===== src/rtl/ws2812_pkg.sv =====
// ============================================================================
// ws2812_pkg : shared WS2812 FSM encoding, timing defaults and pulse classifier
// Rev 1.0
// ============================================================================
`default_nettype none

package ws2812_pkg;

    typedef enum logic [1:0] {
        WAIT_LATCH = 2'd0,
        IDLE       = 2'd1,
        HIGH       = 2'd2,
        LOW        = 2'd3
    } rx_state_t;

    typedef enum logic [1:0] {
        PULSE_ZERO = 2'd0,
        PULSE_ONE  = 2'd1,
        PULSE_ERR  = 2'd2
    } pulse_class_t;

    // Defaults in cycles of a 100 MHz clock
    localparam int WS_T0H            = 40;
    localparam int WS_T1H            = 80;
    localparam int WS_LATCH          = 5000;
    localparam int WS_MIN_HIGH       = 15;
    localparam int WS_BIT_THRESH     = 60;
    localparam int WS_MAX_HIGH       = 120;
    localparam int WS_BITS_PER_PIXEL = 24;

    function automatic pulse_class_t classify_pulse(
        input int unsigned width,
        input int unsigned min_high,
        input int unsigned bit_thresh,
        input int unsigned max_high
    );
        if (width < min_high || width > max_high) begin
            return PULSE_ERR;
        end
        if (width < bit_thresh) begin
            return PULSE_ZERO;
        end
        return PULSE_ONE;
    endfunction

endpackage

`default_nettype wire


===== src/rtl/ws2812_sync.sv =====
// ============================================================================
// ws2812_sync : two-flop synchroniser for the raw line plus rise/fall detect
// Rev 1.0
// ============================================================================
`default_nettype none

module ws2812_sync (
    input  logic clk,
    input  logic reset,
    input  logic din,
    output logic din_s,
    output logic rise,
    output logic fall
);

    logic r_meta;
    logic r_sync;
    logic r_prev;

    always_ff @(posedge clk) begin
        if (reset) begin
            r_meta <= 1'b0;
            r_sync <= 1'b0;
            r_prev <= 1'b0;
        end else begin
            r_meta <= din;
            r_sync <= r_meta;
            r_prev <= r_sync;
        end
    end

    assign din_s = r_sync;
    assign rise  = r_sync & ~r_prev;
    assign fall  = ~r_sync & r_prev;

endmodule

`default_nettype wire


===== src/rtl/ws2812_rx.sv =====
// ============================================================================
// ws2812_rx : WS2812 stream decoder (pulse-width bits -> 24-bit pixel words)
// Optional: WS2812_RX_STATS_EN builds saturating frame/error counters
// Rev 1.0
// ============================================================================
`default_nettype none

module ws2812_rx
    import ws2812_pkg::*;
#(
    parameter int CLK_FREQ       = 100_000_000,
    parameter int MIN_HIGH       = WS_MIN_HIGH,
    parameter int BIT_THRESH     = WS_BIT_THRESH,
    parameter int MAX_HIGH       = WS_MAX_HIGH,
    parameter int LATCH_CYCLES   = WS_LATCH,
    parameter int BITS_PER_PIXEL = WS_BITS_PER_PIXEL,
    parameter int PX_COUNT_WIDTH = 6
) (
    input  logic                      clk,
    input  logic                      reset,
    input  logic                      din,
    output logic                      pixel_valid,
    output logic [BITS_PER_PIXEL-1:0] pixel_data,
    output logic [PX_COUNT_WIDTH-1:0] px_index,
    output logic                      frame_done,
    output logic [PX_COUNT_WIDTH-1:0] frame_px_count,
    output logic                      bit_error,
    output logic [15:0]               frame_total,
    output logic [15:0]               error_total
);

    localparam int c_wid_w = $clog2(MAX_HIGH + 2);
    localparam int c_low_w = $clog2(LATCH_CYCLES);
    localparam int c_bit_w = $clog2(BITS_PER_PIXEL);

    localparam logic [c_wid_w-1:0]        c_width_sat = c_wid_w'(MAX_HIGH + 1);
    localparam logic [c_wid_w-1:0]        c_width_one = c_wid_w'(1);
    localparam logic [c_low_w-1:0]        c_latch_m1  = c_low_w'(LATCH_CYCLES - 1);
    localparam logic [c_low_w-1:0]        c_low_one   = c_low_w'(1);
    localparam logic [c_bit_w-1:0]        c_last_bit  = c_bit_w'(BITS_PER_PIXEL - 1);
    localparam logic [PX_COUNT_WIDTH-1:0] c_idx_max   = '1;

    // Inconsistent timing parameters keep the receiver parked in WAIT_LATCH
    localparam bit c_params_ok = (CLK_FREQ > 0) && (MIN_HIGH > 0) &&
                                 (MIN_HIGH <= BIT_THRESH) && (BIT_THRESH <= MAX_HIGH) &&
                                 (LATCH_CYCLES > 1) && (BITS_PER_PIXEL > 2);

    logic w_din_s;
    logic w_rise;
    logic w_fall;

    ws2812_sync u_sync (
        .clk   (clk),
        .reset (reset),
        .din   (din),
        .din_s (w_din_s),
        .rise  (w_rise),
        .fall  (w_fall)
    );

    rx_state_t                 r_state;
    logic [c_wid_w-1:0]        r_width;
    logic [c_low_w-1:0]        r_low;
    logic [BITS_PER_PIXEL-2:0] r_shift;
    logic [c_bit_w-1:0]        r_bit_cnt;
    logic [PX_COUNT_WIDTH-1:0] r_index;

    logic                      r_pixel_valid;
    logic [BITS_PER_PIXEL-1:0] r_pixel_data;
    logic [PX_COUNT_WIDTH-1:0] r_px_index;
    logic                      r_frame_done;
    logic [PX_COUNT_WIDTH-1:0] r_frame_px_count;
    logic                      r_bit_error;

    pulse_class_t w_class;
    logic         w_bit;

    assign w_class = classify_pulse(32'(r_width), MIN_HIGH, BIT_THRESH, MAX_HIGH);
    assign w_bit   = (w_class == PULSE_ONE);

    always_ff @(posedge clk) begin
        if (reset) begin
            r_state          <= WAIT_LATCH;
            r_width          <= '0;
            r_low            <= '0;
            r_shift          <= '0;
            r_bit_cnt        <= '0;
            r_index          <= '0;
            r_pixel_valid    <= 1'b0;
            r_pixel_data     <= '0;
            r_px_index       <= '0;
            r_frame_done     <= 1'b0;
            r_frame_px_count <= '0;
            r_bit_error      <= 1'b0;
        end else begin
            r_pixel_valid <= 1'b0;
            r_frame_done  <= 1'b0;
            r_bit_error   <= 1'b0;

            case (r_state)
                WAIT_LATCH: begin
                    if (w_din_s) begin
                        r_low <= '0;
                    end else if (r_low != c_latch_m1) begin
                        r_low <= r_low + 1'b1;
                    end else if (c_params_ok) begin
                        // Resynchronised: start a fresh frame without reporting one
                        r_state   <= IDLE;
                        r_low     <= '0;
                        r_index   <= '0;
                        r_shift   <= '0;
                        r_bit_cnt <= '0;
                    end
                end

                IDLE: begin
                    if (w_rise) begin
                        r_state <= HIGH;
                        r_width <= c_width_one;
                    end
                end

                HIGH: begin
                    if (w_fall) begin
                        r_low <= c_low_one;
                        if (w_class == PULSE_ERR) begin
                            r_state     <= WAIT_LATCH;
                            r_bit_error <= 1'b1;
                            r_shift     <= '0;
                            r_bit_cnt   <= '0;
                        end else begin
                            r_state <= LOW;
                            if (r_bit_cnt == c_last_bit) begin
                                r_pixel_valid <= 1'b1;
                                r_pixel_data  <= {r_shift, w_bit};
                                r_px_index    <= r_index;
                                r_shift       <= '0;
                                r_bit_cnt     <= '0;
                                if (r_index != c_idx_max) begin
                                    r_index <= r_index + 1'b1;
                                end
                            end else begin
                                r_shift   <= {r_shift[BITS_PER_PIXEL-3:0], w_bit};
                                r_bit_cnt <= r_bit_cnt + 1'b1;
                            end
                        end
                    end else if (r_width != c_width_sat) begin
                        r_width <= r_width + 1'b1;
                    end
                end

                LOW: begin
                    if (w_rise) begin
                        r_state <= HIGH;
                        r_width <= c_width_one;
                    end else if (r_low != c_latch_m1) begin
                        r_low <= r_low + 1'b1;
                    end else begin
                        r_state          <= IDLE;
                        r_low            <= '0;
                        r_frame_done     <= 1'b1;
                        r_frame_px_count <= r_index;
                        r_index          <= '0;
                        r_bit_error      <= (r_bit_cnt != '0);
                        r_shift          <= '0;
                        r_bit_cnt        <= '0;
                    end
                end

                default: begin
                    r_state <= WAIT_LATCH;
                end
            endcase
        end
    end

    assign pixel_valid    = r_pixel_valid;
    assign pixel_data     = r_pixel_data;
    assign px_index       = r_px_index;
    assign frame_done     = r_frame_done;
    assign frame_px_count = r_frame_px_count;
    assign bit_error      = r_bit_error;

`ifdef WS2812_RX_STATS_EN
    logic [15:0] r_frame_total;
    logic [15:0] r_error_total;

    always_ff @(posedge clk) begin
        if (reset) begin
            r_frame_total <= '0;
            r_error_total <= '0;
        end else begin
            if (r_frame_done && (r_frame_total != 16'hFFFF)) begin
                r_frame_total <= r_frame_total + 1'b1;
            end
            if (r_bit_error && (r_error_total != 16'hFFFF)) begin
                r_error_total <= r_error_total + 1'b1;
            end
        end
    end

    assign frame_total = r_frame_total;
    assign error_total = r_error_total;
`else
    assign frame_total = '0;
    assign error_total = '0;
`endif

endmodule

`default_nettype wire


===== config.mk =====
export PLATFORM = sky130hd
export DESIGN_NAME = ws2812_rx
export DESIGN_NICKNAME = d
export VERILOG_FILES = /design/src/rtl/ws2812_pkg.sv /design/src/rtl/ws2812_sync.sv /design/src/rtl/ws2812_rx.sv
export SDC_FILE = /design/constraint.sdc
export NUM_CORES = 1
export LEC_CHECK = 0
export ABC_AREA = 0
export BUFFER_PORTS_ARGS = -buffer_cell sky130_fd_sc_hd__buf_2
export CORE_MARGIN = 2
export CORE_UTILIZATION = 45
export DETAILED_ROUTE_END_ITERATION = 6
export HOLD_SLACK_MARGIN = 0.02
export PLACE_DENSITY = 0.77
export SKIP_LAST_GASP = 1
export SLEW_MARGIN = 10
export SYNTH_ARGS = -nofsm -noshare
export SYNTH_HDL_FRONTEND = slang
export SYNTH_HIERARCHICAL = 1
export SYNTH_SLANG_ARGS = --single-unit

===== constraint.sdc =====
create_clock -name clk -period 2.55 [get_ports clk]
set_clock_uncertainty 0.15 [all_clocks]
set_input_delay 0.1275 -clock clk [delete_from_list [all_inputs] [get_ports clk]]
set_output_delay 0.1275 -clock clk [all_outputs]
set_load 0.05 [all_outputs]

Word-level counts from Yosys, hierarchy flattened
Index checks and enable logic that the tools add are counted.
W data, S select, Z words.

word-level totals
  flip-flop bits (word level) = 98
  bits of input ports = 3
  output and inout port bits = 71
  logic and storage cells = 118

cells by class
  add/sub/neg operators = 4
  $lt $le $gt $ge = 3
  equal/unequal tests = 19
  multiplexer cells = 52
  bitwise operators = 10
  reduce and logical (&&, ||, !) cells = 15

operators with widths
  kind                     count
  $mux W23                 6
  $pmux W23 S3             1
  $mux W13                 4
  $mux W6                  7
  $pmux W13 S3             1
  $mux W5                  6
  $mux W7                  3
  $mux W2                  10
  $pmux W6 S3              1
  $pmux W5 S3              1
  $ne A2 B2 Y1 const B     7
  $pmux W7 S2              1
  $add A13 B1 Y13 const B  1
  $ne A13 B13 Y1 const B   1
  $reduce_and A4 Y1        3
  $mux W1                  9
  $reduce_and A3 Y1        3
  $not A1 Y1               8
  $pmux W2 S4              1
  $add A7 B1 Y7 const B    1
  $gt A7 B7 Y1 const B     1
  $lt A7 B4 Y1 const B     1
  $lt A7 B6 Y1 const B     1
  $ne A7 B7 Y1 const B     1
  other kinds (18)         24

Logic depth before layout (Yosys ltp)
Gate-level depths: netlist of run 1.

  depth after elaboration = 11
  depth in mapped cells = 8
  depth with buffers taken out = 7

Modules after synthesis
Netlist of run 1, hierarchy kept.

modules (own cells, without submodules)
  module       times used  cells an instance  area an instance (um^2)  seq. area each (um^2)
  ws2812_rx    1           458                4147.7                   1901.8
  ws2812_sync  1           8                  91.3                     60.1

Least setup slack after synthesis of run 1
Ideal clock, no wire load.

  path kind = register to register
  start = register r_bit_cnt[1]
  end = register r_index[0]
  setup time = 0.126 ns
  arrival = 1.613 ns
  required time = 2.274 ns
  slack = 0.662 ns
  cell stages (with the launch flop) = 7
  path buffers = 0
  period minus slack after synthesis = 1.888 ns
  path through = dfxtp_1 ha_1 and4b_1 o21ai_0 or2_2 a21boi_1 o22ai_1

between the ends
  word-level cells in the longest chain between the ends = 3

RTL lines
  element                             RTL line          source
  start, declared                     ws2812_rx.sv:65   logic [c_bit_w-1:0] r_bit_cnt;
  start signal, assigned              ws2812_rx.sv:144  r_bit_cnt <= r_bit_cnt + 1'b1;
  $eq A5 B5 Y1                        ws2812_rx.sv:133  if (r_bit_cnt == c_last_bit) begin
  $ne A2 B2 Y1 (no source line)       -
  $reduce_and A7 Y1 (no source line)  -
  end signal, assigned                ws2812_rx.sv:140  r_index <= r_index + 1'b1;
  end, declared                       ws2812_rx.sv:66   logic [PX_COUNT_WIDTH-1:0] r_index;

Every way passes these cells.
A chain may end at the register's enable or synchronous reset.

Final worst setup path of run 1
  start = register u_sync.r_sync (netlist: u_sync/din_s)
  end = register r_index[4]

between the ends
  word-level cells in the longest chain between the ends = 4
  elaborated cells on any way between the ends = 7
  those cells by class = 3 x eq/ne; 3 x bitwise; 1 x reduce/logical

RTL lines
  element                             RTL line           source
  start, declared                     ws2812_sync.sv:17  logic r_sync;
  start signal, assigned              ws2812_sync.sv:27  r_sync <= r_meta;
  $not A1 Y1                          ws2812_sync.sv:34  assign fall = ~r_sync & r_prev;
  $and A1 B1 Y1                       ws2812_sync.sv:34
  net w_fall                          ws2812_rx.sv:50    logic w_fall;
  $ne A2 B1 Y1 (no source line)       -
  $reduce_and A7 Y1 (no source line)  -

The timed path passes the listed nets, and every way through them passes these cells.

==> summary.md, run 1 <==
| Metric | Value |
|---|---|
| Status | complete, no violations |
| Family with the most delay on the worst path | simple AND/OR/NAND/NOR gates |
| Gr usage total | 15.8% |
| Fmax | 438 MHz |
| Largest net degree at the start of global routing | 28 |
| DP HPWL | 5.58 mm |
| I/O pins | 74 |
| Yosys top cell area share | 46.3% |
| Top cells by count, synth | dfxtp_1, nand2_1, a21oi_1, buf_4, nor2_1 |
| Worst r2r dst | r_index[4] |
| Synth Flop Type | dfxtp_1 |
| Synth cell types | 59 |
| Static leakage | 1.90 nW |
| Post-route insts no fill | 621 |
| Placer Congestion | 0.851 |
| Routed Antenna Nets | 0 |
| Synth area leaders | dfxtp_1, nand2_1, buf_4 |
| Fin nets | 515 |
| Sequential fraction of the synthesis area | 46.3% |
| Wire length per cell | 12.7 um |
| Slew Limit Fails | 0 |
| Synth Cell Area | 4240 sq um |
| Most common cell in the netlist | dfxtp_1 |
| Die Wd | 101 um |
| Cell Rows | 35 |
| Initial antenna violation count | 0 |
| Port buffer count | 41 |
| Final Hold Fails | 0 |
| Worst hold start | reset |
| Root buf cell | clkbuf_8 |
| Via Count | 3,245 |
| Max transition margin | 57.6% |
| CP endpoint kind | flop |
| N_diodes | 0 |
| Setup repair after global routing missed its margin | no |
| Largest stage delay, worst path | 0.47 ns |
| CP Cell Sequence | nor2b_1, nor2b_1, o21ai_1, a2bb2oi_4, nor2_4, a211o_1 |
| Drt pass-1 iters | 4 |
| Period utilization | 89.6% |
| Longest Clk Path Bufs | 2 |
| R2R Path Start | u_sync/din_s |
| Worst-case reg-to-reg path depth | 6 |
| Total of warnings raised by yosys | 6 |
| Vias per Instance | 5.23 |
| Syn Inst Count | 466 |
| WP data arrival | 2.40 ns |
| Syn_area_per_cell | 9.10 sq um |
| Async SR Flop Fraction | 0% |
| Reg-to-reg slack, setup | 0.27 ns |
| Crit Path Max Fanout | 26 |
| Fin Setup TNS | 0 ns |
| CTS tree | yes |
| Latest clock arrival within the worst-skew pair | 0.36 ns |
| Clock sinks | 98 |
| Hold WS | 0.0964 ns |
| Layout area overhead | 9.42% |
| DR iter-0 viols | 157 |
| Gr ovfl total | 0 |
| Clk slew on worst S/H paths | 0.10 ns |
| Seq cells post-synth | 98 |
| Startpoint types | flop |
| Number of synthesized flops with an enable pin | 0 |
| Vias in the first global route | 2,846 |
| WL final | 7.90 mm |
| CP dominant cell by count | nor2b_1 |
| VDD IR max | 0.000250 V |
| Setup-failing EPs final | 0 |
| Min Tclk post-route | 2.28 ns |
| WHS Endpoint | r_low[0] |
| Actual slew at the worst max-slew pin | 0.636 ns |
| Power per cell area | 611 nW/um^2 |
| Hold WC Path Type | input pin to flop |
| Total CTS buffers | 9 |
| DRC viols | 0 |
| WP data required | 2.67 ns |
| Initial Util | 46.1% |
| First-pass GRT wire length | 13.0 mm |
| Post-Place Cells | 604 |
| Die area | 10,200 sq um |
| Buf/Inv on CP | 0 |
| Die Ht | 101 um |
| Leading area contributor after synthesis | dfxtp_1 |
| Max Cap Violations | 0 |
| CP Class | flop to flop |
| Share of cells above drive strength 1 | 16.1% |
| Hold path depth | 2 |
| H-tree Lvls | 3 |
| Slowest CP cell | nor2b_1 |
| Core area | 9200 sq um |
-- area by class of cell --
class	count	area, sq um
Clock inverter	6	95.1
Fill cell	851	4560
Multi-Input combinational cell	334	1970
Clock buffer	10	138
Tap cell	111	139
Inverter	9	33.8
Timing Repair Buffer	53	298
Sequential cell	98	1960
-- metal layers --
metal  share of wire (%)  GRT usage (%)  routed length [um]
met1                  48           21.2                3810
met2                  46           24.9                3640
met3                 4.2           2.91                 332
met4                 1.5           6.65                 120
met5                   0              0                   0
-- per-stage QoR --
stage / power (W) / utilization, % / setup slack (ns) / cell area, sq um
floorplan: 0.00176 / - / 0.662 / 4360
global placement: 0.00173 / 47.8 / 0.336 / 4400
detailed placement: 0.00173 / 47.8 / 0.301 / 4400
global route: 0.00293 / 50.4 / 0.137 / 4640
CTS: 0.00285 / 50.4 / 0.302 / 4640
finish: 0.00283 / 50.4 / 0.265 / 4640
-- how the worst max path moves through the flow --
stage / depth (start not counted) / start / slack [ns] / end
final: 6 / u_sync/din_s / 0.27 / r_index[4]
after global placement: 6 / u_sync/din_s / 0.34 / r_index[4]
after floorplan: 6 / r_bit_cnt[1] / 0.66 / r_index[0]
after CTS: 6 / u_sync/din_s / 0.30 / r_index[4]
after global routing: 6 / u_sync/din_s / 0.14 / r_index[4]
after detailed placement: 6 / u_sync/din_s / 0.30 / r_index[4]
-- what timing repair did --
action	4_1_cts	5_1_grt
hold buffers	1	0
resized for setup	0	0
buffers inserted	0	0
hold endpoints to repair	1	0
-- power by group --
part	internal [W]	total, W	switching, W
registers	0.00153	0.00154	0.00000465
clock network	0.000589	0.00114	0.000550
logic	0.0000161	0.000155	0.000139
total	0.00214	0.00283	0.000693
-- kinds of logic (layout without fill, tap and decap cells) --
family                     after synthesis  count (layout)  share of synthesized area, %
and+or+nand+nor                        176             176                          20.2
DFF                                     98              98                          46.3
AOI/OAI and AO/OA                       95              95                          16.3
buffers and inverters                   65              78                          9.92
xor gates and xnor gates                17              17                          3.51
adders and majority gates                7               7                          2.07
muxes                                    7               7                          1.68
other                                    1              32                        0.0885
-- cells in the final DEF, fill, tap and decap left out, drive strengths merged, types with 5 or more instances in the layout --
cell type and instances:
xor2 13, nand2 73, nand3 14, nor3 12
inv 11, dfxtp 98, buf 52, clkbuf 10
nor2 36, or2 5, a21oi 36, conb 32
a22o 25, nand2b 8, o21ai 5, ha 7
mux2i 6, nor2b 9
-- flip-flops by register name (all words and copies together) (netlist names) --
signal	cells
r_bit_cnt	5
pixel_data	24
r_index	6
r_shift	23
pixel_valid	1
bit_error	1
r_width	7
r_low	13
px_index	6
frame_px_count	6
frame_done	1
u_sync/r_prev	1
u_sync/r_meta	1
u_sync/din_s	1
r_state	2
Note: power is estimated with default switching activity, not from simulation.
==> inputs of run 2 (changes only) <==
==> constraint.sdc (replaced) <==
create_clock -name clk -period 2.12 [get_ports clk]
set_clock_uncertainty 0.15 [all_clocks]
set_input_delay 0.106 -clock clk [delete_from_list [all_inputs] [get_ports clk]]
set_output_delay 0.106 -clock clk [all_outputs]
set_load 0.05 [all_outputs]
==> summary.md, run 2 (synthesized netlist as in run 1, its figures left out) <==
| Metric | Value |
|---|---|
| Status | complete, no violations |
| Number of flip-flops in the largest register | 24 |
| WP data required | 2.22 ns |
| VDD IR max | 0.000383 V |
| Initial antenna violation count | 0 |
| Fin nets | 528 |
| Routed Antenna Nets | 0 |
| Min Tclk post-route | 2.05 ns |
| Dpl cell area | 4480 sq um |
| Max transition margin | 57.2% |
| Core area | 9200 sq um |
| Crit Path Max Fanout | 8 |
| Initial Util | 46.1% |
| Hold WC Path Type | input pin to flop |
| Setup-failing EPs final | 0 |
| Die Wd | 101 um |
| Cell Rows | 35 |
| Final core occ | 52.2% |
| Fmax | 489 MHz |
| Vias in the first global route | 3,048 |
| Period utilization | 96.5% |
| Actual slew at the worst max-slew pin | 0.642 ns |
| I/O pins | 74 |
| Register Area | 1970 sq um |
| DP HPWL | 5.77 mm |
| R2R Path Start | r_width[5] |
| First-pass GRT wire length | 14.2 mm |
| Static leakage | 1.98 nW |
| Worst-case reg-to-reg path depth | 7 |
| Die Ht | 101 um |
| Port buffer count | 41 |
| Setup repair after global routing missed its margin | no |
| Worst r2r dst | r_shift[1] |
| WP data arrival | 2.14 ns |
| CP Class | flop to flop |
| Longest Clk Path Bufs | 2 |
| CTS tree | yes |
| Largest stage delay, worst path | 0.45 ns |
| Startpoint types | flop |
| Post-Place Cells | 612 |
| Fill cells | 838 |
| Max Cap Violations | 0 |
| Buf/Inv on CP | 2 |
| H-tree Lvls | 3 |
| CP Cell Sequence | nor3_1, a22o_4, or2_4, nor3_4, buf_4, clkbuf_16, a22o_1 |
| Area taken by multi-input logic gates | 2020 sq um |
| Placer Congestion | 0.821 |
| Via Count | 3,338 |
| Layout area overhead | 13.3% |
| CP endpoint kind | flop |
| Hold WS | 0.100 ns |
| Post-route insts no fill | 633 |
| Vias per Instance | 5.27 |
| Drt pass-1 iters | 4 |
| Slew Limit Fails | 0 |
| Final Hold Fails | 0 |
| Die area | 10,200 sq um |
| Share of cells above drive strength 1 | 19.9% |
| Hold path depth | 2 |
| Total CTS buffers | 9 |
| Family with the most delay on the worst path | simple AND/OR/NAND/NOR gates |
| WL final | 8.50 mm |
| Reg-to-reg slack, setup | 0.07 ns |
| Design area | 4800 sq um |
| Wire length per cell | 13.4 um |
| Root buf cell | clkbuf_8 |
| Total Power | 0.00333 W |
| Slowest CP cell | nor3_1 |
| Clock sinks | 98 |
| Largest net degree at the start of global routing | 30 |
| DR iter-0 viols | 155 |
| Most frequent cells in the layout | dfxtp_1, nand2_1, buf_2, a21oi_1, nor2_1 |
| Most common cell after layout, fill and taps aside | dfxtp_1 |
| Power per cell area | 694 nW/um^2 |
| Latest clock arrival within the worst-skew pair | 0.35 ns |
| N_diodes | 0 |
| Crit path capture | r_shift[1] |
| Critical path origin | r_width[5] |
| Gr ovfl total | 0 |
| Gr usage total | 17.1% |
| DRC viols | 0 |
| Clk slew on worst S/H paths | 0.09 ns |
| Crit path depth | 7 |
==> run 2: report_power, final <==
| part | internal (W) | leakage (nW) | switching [W] |
|---|---|---|---|
| Sequential | 0.00185 | 0.792 | 0.00000556 |
| Combinational | 0.0000205 | 1.08 | 0.000169 |
| Clock | 0.000662 | 0.106 | 0.000630 |
==> run 2: worst min-delay path by stage <==
stage / slack [ns] / start / end
2_1_floorplan: 0.03 / reset / u_sync/din_s
3_3_place_gp: 0.17 / din / u_sync/r_meta
3_5_place_dp: 0.17 / din / u_sync/r_meta
4_1_cts: 0.1 / reset / r_low[0]
5_1_grt: 0.12 / reset / r_low[1]
6_report: 0.10 / reset / r_low[0]
==> run 2: per-stage QoR <==
stage / setup TNS [ns] / setup slack [ns]
after floorplan: 0 / 0.232
after global placement: 0 / 0.127
after detailed placement: -0.883 / -0.0637
after CTS: 0 / 0.0174
after global routing: 0 / 0.00341
final: 0 / 0.0748
==> run 2: layer usage <==
layer	global-route usage [%]	up-vias	wire (um)
met5	0	-	0
met2	28.4	103	4230
met3	3.68	9	474
met4	6.03	0	93
li1	-	1653	-
met1	22.0	1573	3700
==> run 2: area by class of cell <==
cell class | instances | area share [%]
Sequential cell | 98 | 40.9
Clock buffer | 9 | 2.58
Multi-Input combinational cell | 335 | 42.0
Timing Repair Buffer | 65 | 9.04
Clock inverter | 6 | 1.87
Tap cell | 111 | 2.89
Inverter | 9 | 0.703
==> run 2: timing repair <==
item / 4_1_cts / 5_1_grt
buffers inserted: 2 / 1
gates cloned: 1 / 1
endpoints found under the setup margin: 26 / 45
gates resized for setup: 1 / 14
hold endpoints to repair: 1 / 0
hold buffers: 1 / 0
pin swaps: 2 / 2
